[config.mk]
export PLATFORM = sky130hd
export DESIGN_NAME = periph_timer
export DESIGN_NICKNAME = d
export VERILOG_FILES = /design/src/rtl/timer_pkg.sv /design/src/rtl/timer_core.sv /design/src/rtl/periph_timer.sv
export SDC_FILE = /design/constraint.sdc
export NUM_CORES = 1
export LEC_CHECK = 0
export ABC_AREA = 0
export CAP_MARGIN = 10
export CORE_UTILIZATION = 45
export CTS_BUF_LIST = sky130_fd_sc_hd__clkbuf_8 sky130_fd_sc_hd__clkbuf_16
export DETAILED_ROUTE_END_ITERATION = 7
export PLACE_DENSITY = 0.7
export SLEW_MARGIN = 20
export SYNTH_ARGS = -nofsm -noshare
export SYNTH_HDL_FRONTEND = slang
export SYNTH_SLANG_ARGS = --single-unit
[constraint.sdc]
create_clock -name PCLK -period 2.5 [get_ports PCLK]
set_clock_uncertainty 0.05 [all_clocks]
set_input_delay 0.625 -clock PCLK [delete_from_list [all_inputs] [get_ports PCLK]]
set_output_delay 0.625 -clock PCLK [all_outputs]
set_load 0.01 [all_outputs]
[src/rtl/timer_pkg.sv]
// timer_pkg: shared register offsets, TCR field indices
// and APB responder FSM states for periph_timer.
package timer_pkg;

  localparam logic [2:0] TCR_OFS  = 3'd0;
  localparam logic [2:0] TPSC_OFS = 3'd1;
  localparam logic [2:0] TARR_OFS = 3'd2;
  localparam logic [2:0] TCNT_OFS = 3'd3;
  localparam logic [2:0] TSR_OFS  = 3'd4;

  localparam int TCR_EN     = 0;
  localparam int TCR_CLR    = 1;
  localparam int TCR_IRQ_EN = 2;
  localparam int TSR_OVF    = 0;

  typedef enum logic [1:0] {
    IDLE,
    WAIT,
    RESP
  } apb_state_t;

endpackage

[src/rtl/timer_core.sv]
// timer_core: prescaler, auto-reload counter and
// overflow flag with set-over-clear priority.
module timer_core #(
  parameter int WIDTH = 32,
  parameter int PSC_W = 16
) (
  input  logic             i_clk,
  input  logic             i_rst_n,
  input  logic             i_en,
  input  logic             i_clr,
  input  logic [PSC_W-1:0] i_psc,
  input  logic [WIDTH-1:0] i_arr,
  input  logic             i_ovf_clr,
  output logic [WIDTH-1:0] o_cnt,
  output logic             o_ovf
);

  logic [PSC_W-1:0] r_pre;
  logic [WIDTH-1:0] r_cnt;
  logic             r_ovf;
  logic             w_tick;
  logic             w_wrap;

  assign w_tick = i_en && (r_pre == i_psc);
  // >= so a lowered TARR still wraps
  assign w_wrap = w_tick && (r_cnt >= i_arr);

  always_ff @(posedge i_clk or negedge i_rst_n) begin
    if (!i_rst_n) begin
      r_pre <= '0;
      r_cnt <= '0;
    end else if (i_clr) begin
      r_pre <= '0;
      r_cnt <= '0;
    end else if (i_en) begin
      if (r_pre >= i_psc)
        r_pre <= '0;
      else
        r_pre <= r_pre + PSC_W'(1);
      if (w_tick)
        r_cnt <= w_wrap ? '0 : r_cnt + WIDTH'(1);
    end
  end

  always_ff @(posedge i_clk or negedge i_rst_n) begin
    if (!i_rst_n)
      r_ovf <= 1'b0;
    else if (w_wrap && !i_clr)
      r_ovf <= 1'b1;
    else if (i_ovf_clr)
      r_ovf <= 1'b0;
  end

  assign o_cnt = r_cnt;
  assign o_ovf = r_ovf;

endmodule

[src/rtl/periph_timer.sv]
// periph_timer: APB responder timer with prescaler,
// auto-reload, overflow flag and registered irq.
module periph_timer
  import timer_pkg::*;
#(
  parameter int WIDTH = 32,
  parameter int PSC_W = 16
) (
  input  logic        PCLK,
  input  logic        PRESET,
  input  logic [31:0] PADDR,
  input  logic        PWRITE,
  input  logic        PSEL,
  input  logic        PENABLE,
  input  logic [31:0] PWDATA,
  output logic [31:0] PRDATA,
  output logic        PREADY,
  output logic        irq
);

  apb_state_t       r_state;
  apb_state_t       w_state_nxt;
  logic             w_access;
  logic             w_load;
  logic             w_commit;
  logic [2:0]       w_ofs;
  logic             r_en;
  logic             r_irq_en;
  logic [PSC_W-1:0] r_tpsc;
  logic [WIDTH-1:0] r_tarr;
  logic [WIDTH-1:0] w_cnt;
  logic             w_ovf;
  logic             w_wr_tcr;
  logic             w_clr;
  logic             w_ovf_clr;
  logic [31:0]      w_rdata;
  logic [31:0]      r_prdata;
  logic             r_pready;
  logic             r_irq;
  logic             w_unused;

  assign w_access = PSEL && PENABLE;
  assign w_ofs    = PADDR[4:2];
  assign w_unused = ^{PADDR[31:5], PADDR[1:0], PWDATA};

  always_ff @(posedge PCLK or negedge PRESET) begin
    if (!PRESET)
      r_state <= IDLE;
    else
      r_state <= w_state_nxt;
  end

  always_comb begin
    w_state_nxt = r_state;
    w_load      = 1'b0;
    w_commit    = 1'b0;
    unique case (r_state)
      IDLE: if (w_access) w_state_nxt = WAIT;
      WAIT: begin
        if (w_access) begin
          w_state_nxt = RESP;
          w_load      = 1'b1;
        end else begin
          w_state_nxt = IDLE;
        end
      end
      RESP: begin
        w_state_nxt = IDLE;
        w_commit    = PWRITE;
      end
      default: w_state_nxt = IDLE;
    endcase
  end

  assign w_wr_tcr  = w_commit && (w_ofs == TCR_OFS);
  assign w_clr     = w_wr_tcr && PWDATA[TCR_CLR];
  assign w_ovf_clr = w_commit && (w_ofs == TSR_OFS)
                     && PWDATA[TSR_OVF];

  always_ff @(posedge PCLK or negedge PRESET) begin
    if (!PRESET) begin
      r_en     <= 1'b0;
      r_irq_en <= 1'b0;
      r_tpsc   <= '0;
      r_tarr   <= '1;
    end else if (w_commit) begin
      if (w_ofs == TCR_OFS) begin
        r_en     <= PWDATA[TCR_EN];
        r_irq_en <= PWDATA[TCR_IRQ_EN];
      end
      if (w_ofs == TPSC_OFS)
        r_tpsc <= PWDATA[PSC_W-1:0];
      if (w_ofs == TARR_OFS)
        r_tarr <= PWDATA[WIDTH-1:0];
    end
  end

  always_comb begin
    w_rdata = '0;
    case (w_ofs)
      TCR_OFS: begin
        w_rdata[TCR_EN]     = r_en;
        w_rdata[TCR_IRQ_EN] = r_irq_en;
      end
      TPSC_OFS: w_rdata = 32'(r_tpsc);
      TARR_OFS: w_rdata = 32'(r_tarr);
      TCNT_OFS: w_rdata = 32'(w_cnt);
      TSR_OFS:  w_rdata[TSR_OVF] = w_ovf;
      default:  w_rdata = '0;
    endcase
  end

  always_ff @(posedge PCLK or negedge PRESET) begin
    if (!PRESET) begin
      r_prdata <= '0;
      r_pready <= 1'b0;
      r_irq    <= 1'b0;
    end else begin
      if (w_load)
        r_prdata <= w_rdata;
      r_pready <= w_load;
      r_irq    <= w_ovf && r_irq_en;
    end
  end

  timer_core #(
    .WIDTH(WIDTH),
    .PSC_W(PSC_W)
  ) u_core (
    .i_clk    (PCLK),
    .i_rst_n  (PRESET),
    .i_en     (r_en),
    .i_clr    (w_clr),
    .i_psc    (r_tpsc),
    .i_arr    (r_tarr),
    .i_ovf_clr(w_ovf_clr),
    .o_cnt    (w_cnt),
    .o_ovf    (w_ovf)
  );

  assign PRDATA = r_prdata;
  assign PREADY = r_pready;
  assign irq    = r_irq;

endmodule
## Word-level counts from Yosys, hierarchy flattened

Index checks and enable logic that the tools add are counted.

- Register bits after elaboration: 135
- Bits of input ports: 69
- Output and inout port bits: 34
- Logic and storage cells: 61

- Add/subtract/negate cells: 2
- Order comparisons: 2
- Equal/unequal tests: 8
- Multiplexer cells: 19
- Reductions and logical operators: 19

Operator list:

| kind | count |
|---|---|
| $mux W32 | 4 |
| $pmux W29 S3 | 1 |
| $mux W16 | 3 |
| $add A32 B1 Y32 const B | 1 |
| $ge A32 B32 Y1 | 1 |
| $add A16 B1 Y16 const B | 1 |
| $eq A16 B16 Y1 | 1 |
| $ge A16 B16 Y1 | 1 |
| $logic_and A1 B1 Y1 | 9 |
| $reduce_and A2 Y1 | 4 |
| $eq A3 B2 Y1 const B | 2 |
| $reduce_bool A2 Y1 | 3 |
| $mux W1 | 5 |
| $pmux W1 S5 | 1 |
| $mux W2 | 2 |
| $pmux W1 S4 | 1 |
| $pmux W2 S2 | 1 |
| $eq A3 B1 Y1 const B | 1 |
| $eq A3 B3 Y1 const B | 1 |
| $logic_not A3 Y1 | 1 |
| $pmux W1 S3 | 1 |
| $eq A2 B1 Y1 const B | 1 |
| $eq A2 B2 Y1 const B | 1 |
| $logic_not A2 Y1 | 1 |
| other kinds (2) | 2 |

## Logic depth before layout (Yosys ltp)

- Word-level depth: 7
- Gate-level depth with buffers: 10
- Depth with buffers taken out: 9

## Cells and area by module

A second synthesis with hierarchy kept.

- Cells, all modules: 725
- Area total of the unflattened synthesis: 7,767.4 um^2

Modules (own cells, without submodules):

| module | times used | cells each | area each (um^2) | seq. area each (um^2) |
|---|---|---|---|---|
| periph_timer | 1 | 283 | 3,886.2 | 2,192.1 |
| timer_core | 1 | 442 | 3,881.2 | 1,226.2 |

## Least setup slack after synthesis

Ideal clock, no wire load.

- Path kind: reg-to-reg
- Start point: register r_tarr[30]
- End point: register u_core.r_cnt[1], in the netlist u_core.o_cnt[1]
- Arrival: 2.171 ns
- Data required time: 2.373 ns
- Path slack: 0.202 ns
- Cell stages (with the launch flop): 10
- Clock period less this slack: 2.298 ns
- Cells stage by stage: dfstp_2 inv_1 ha_1 a21oi_1 nand2_1 a221oi_2 o211ai_1 buf_2 or4b_1 a21oi_1

- Cells in the longest elaborated chain, start to end: 6

Ends and longest elaborated chain:

| item | line | RTL |
|---|---|---|
| start, declared | periph_timer.sv:30 | `logic [WIDTH-1:0] r_tarr;` |
| start signal, assigned | periph_timer.sv:94 | `r_tarr <= PWDATA[WIDTH-1:0];` |
| $ge A32 B32 Y1 | timer_core.sv:26 | `assign w_wrap = w_tick && (r_cnt >= i_arr);` |
| $logic_and A1 B1 Y1 | timer_core.sv:26 |  |
| $mux W32 | timer_core.sv:41 | `r_cnt <= w_wrap ? '0 : r_cnt + WIDTH'(1);` |
| $mux W32 | timer_core.sv:40 | `if (w_tick)` |
| $mux W32 | timer_core.sv:35 | `end else if (i_en) begin` |
| $mux W32 | timer_core.sv:32 | `end else if (i_clr) begin` |
| end signal, assigned | timer_core.sv:41 |  |
| end, declared | timer_core.sv:19 | `logic [WIDTH-1:0] r_cnt;` |

No other way between the ends. The select of a mux whose other input is x is not followed.
A chain may end at the register's enable or synchronous reset.

## Worst setup path after layout

Same ends and word-level chain as after synthesis.

==> results.md <==
- status: finished, final reports clean
- final setup violation count: 0
- ratio of final minimum period to clock period: 0.987
- Row Count: 47
- Arr. time, crit path: 2.78 ns
- Congestion Overflow GR: 0
- worst hold path type: in2async
- multi-input combinational cell area: 4040 um^2
- detailed-route DRC error count: 0
- GP Congestion: 0.849
- max frequency: 0.405 GHz
- proportion of layout cells with a drive suffix above 1: 0.238
- Vias/cell: 5.38
- post-DR wirelength/cell: 15.8 um
- horizontal die dimension: 133 um
- Max clock buf depth: 2
- maximum cell stage delay along the critical path: 0.58 ns
- detailed placer's ending HPWL: 13.5 mm
- required time at the worst-slack endpoint: 2.81 ns
- total cell area at the placement stage: 9180 um^2
- biggest area consumer among synthesized cells: dfrtp_1
- Cell Chain, Critical Path: inv_2 > ha_4 > buf_4 > a21oi_2 > nand2_1 > a221oi_2 > o211ai_1 > or4b_4 > a21oi_2
- number of distinct library cell variants in the gate-level netlist after synthesis: 73
- worst setup margin: 0.0326 ns
- total of fill cells in the finished design: 1,414
- die area: 17,600 um^2
- Worst slew margin: 0.435
- proportion of netlist area held by the largest area contributor: 0.336
- global routing usage summed across all routing layers: 0.225
- Area Overhead vs Synth: 29.1%
- number of I/O pins: 103
- count of synthesis-stage warnings from yosys: 0
- count of max-cap constraint violations: 0
- finished layout cell area: 9910 um^2
- number of global-route vias before repair: 6,269
- antenna fix cells: 0
- register bit count reported by yosys: 135
- Pins Over Slew Limit: 0
- H-Tree Depth: 4
- gate count of the mapped netlist: 797
- pin count of the biggest net entering global routing: 49
- critical-path maximum fanout: 4
- first-pass GRT wire length: 31.0 mm
- number of search-and-repair iterations in the first detailed-routing pass: 5
- largest cells by area after synthesis: dfrtp_1 (34%), dfstp_2 (11%), ha_1 (8.1%)
- CTS tree: yes
- Hold-fix buffers, CTS: 0
- count of placed standard cells including taps: 1,138
- type of the setup path with the least slack: reg2reg
- number of enable-type register cells in the synthesized netlist: 0
- Critical Path Most Common Cell: a21oi_2
- total standard cell area after synthesis: 7680 um^2
- endpoint kind of the worst setup timing path: flop
- effective utilization at floorplan: 0.461
- count of clock tree sinks: 135
- final wirelength: 18.6 mm
- portion of the post-synthesis area used by sequential elements: 0.445
- setup repair after global routing missed its margin: yes
- Tmin final: 2.47 ns
- initial antenna violation count: 0
- Hold Vio Cnt, Final: 0
- root buffer cell: clkbuf_16
- power per cell area: 638 nW/um^2
- static leakage: 0.00476 uW
- antenna-violating nets left: 0
- count of non-filler cells in the finished layout: 1,176
- maximum resistive drop on vdd: 0.492 mV
- post-placement worst setup slack: -0.170 ns
- startpoint type of the worst setup path: flop
- Design Power: 6330 uW
- IO buf count: 73
- core box area: 16,600 um^2
- sequential cell area in the final layout: 3420 um^2
- clock-pin slew on the worst setup and hold paths: 0.06 ns
- number of nets in the layout: 1,062
- crit path max-delay cell type: or4b_4
- most common library cell in the layout ignoring fill and taps: nand2_1
- net count of the mapped netlist: 916
- clock buffer count from CTS: 17
- number of violations reported at the end of detailed-routing iteration 0: 371
- most frequent cells in the layout: nand2_1 (105), dfrtp_1 (103), buf_4 (78)
- ys flop type: dfrtp_1
- Worst Max-Slew Pin Slew: 0.844 ns
- routed vias: 6,330
- share of synthesized registers carrying an async set or reset: 1.00
- Vert. Die Dim: 133 um
- worst skew pair latency: 0.43 ns
- average size of a mapped cell: 9.63 um^2
-- worst paths after layout --
check / slack (ns) / cells after the start / from / endpoint
max: 0.03 / 9 / r_tarr[30] / u_core.o_cnt[1]
min: 0.08 / 1 / PRESET / PRDATA[29]
max reg2reg: 0.03 / 9 / r_tarr[30] / u_core.o_cnt[1]
min reg2reg: 0.42 / 1 / r_state[0] / r_state[0]
max in group asynchronous: 1.58 / 2 / PRESET / r_tarr[6]
min in group PCLK: 0.42 / 1 / r_state[0] / r_state[0]
-- layout make-up --
cell class	count	area share
Multi-Input combinational cell	576	0.407
Sequential cell	135	0.345
Timing Repair Buffer	159	0.145
Clock buffer	19	0.0457
Tap cell	220	0.0278
Inverter	54	0.0204
Clock inverter	13	0.00921
-- timing repair --
item | 4_1_cts | 5_1_grt
pin swaps | 7 | 19
gates cloned | 1 | 0
buffers inserted | 2 | 3
endpoints found under the setup margin | 5 | 37
gates resized for setup | 3 | 27
-- report_power, final --
part           internal (uW)  switching, uW
logic                    705            750
clock network           1390            937
registers               2420            127
-- critical path: cells and delay by family (launching register included) --
| family | cells | cell delay, ns |
|---|---|---|
| flip-flops | 1 | 0.53 |
| adder cells (fa/ha/maj) | 1 | 0.21 |
| AND/OR/NAND/NOR | 2 | 0.66 |
| buffers and inverters | 2 | 0.18 |
| AO/OA/AOI/OAI | 4 | 0.77 |
-- synth_stat cells, types with 11 or more instances --
master,count
a21oi_1,39
xor2_1,15
xnor2_1,11
mux2i_1,31
nand4_1,16
nor2_1,75
o31ai_1,16
nand3_1,20
mux2_2,17
and3_1,12
o21ai_0,55
dfrtp_1,103
ha_1,50
nand2_1,107
dfstp_2,32
inv_1,53
clkbuf_1,16
a21o_1,12
-- per-layer routing --
metal,track usage,part of all wire
met1,0.294,0.46
met3,0.0395,0.042
met5,0,0
met4,0.0881,0.019
met2,0.370,0.48
-- per-stage QoR --
stage	utilization	hold slack [ns]	setup TNS, ns
after floorplan	-	0.279	0
after global placement	0.552	0.410	-2.90
after detailed placement	0.552	0.416	-4.68
after CTS	0.586	0.0963	0
after global routing	0.596	0.111	-1.10
final	0.596	0.0790	0
-- cells by family after synthesis --
family / synth area share
adder cells (fa/ha/maj): 0.0815
AND/OR/NAND/NOR: 0.184
multiplexers: 0.0712
buffers and inverters: 0.0479
flip-flops: 0.445
XOR/XNOR: 0.0297
AO/OA/AOI/OAI: 0.141
-- registers in the layout, summed over array words and instances (netlist names) --
signal and count:
r_tpsc 16, u_core.o_ovf 1, r_state 2, u_core.r_pre 16
r_tarr 32, r_en 1, u_core.o_cnt 32, irq 1
PREADY 1, r_irq_en 1, PRDATA 32
Power figures use the tool's default switching activity.
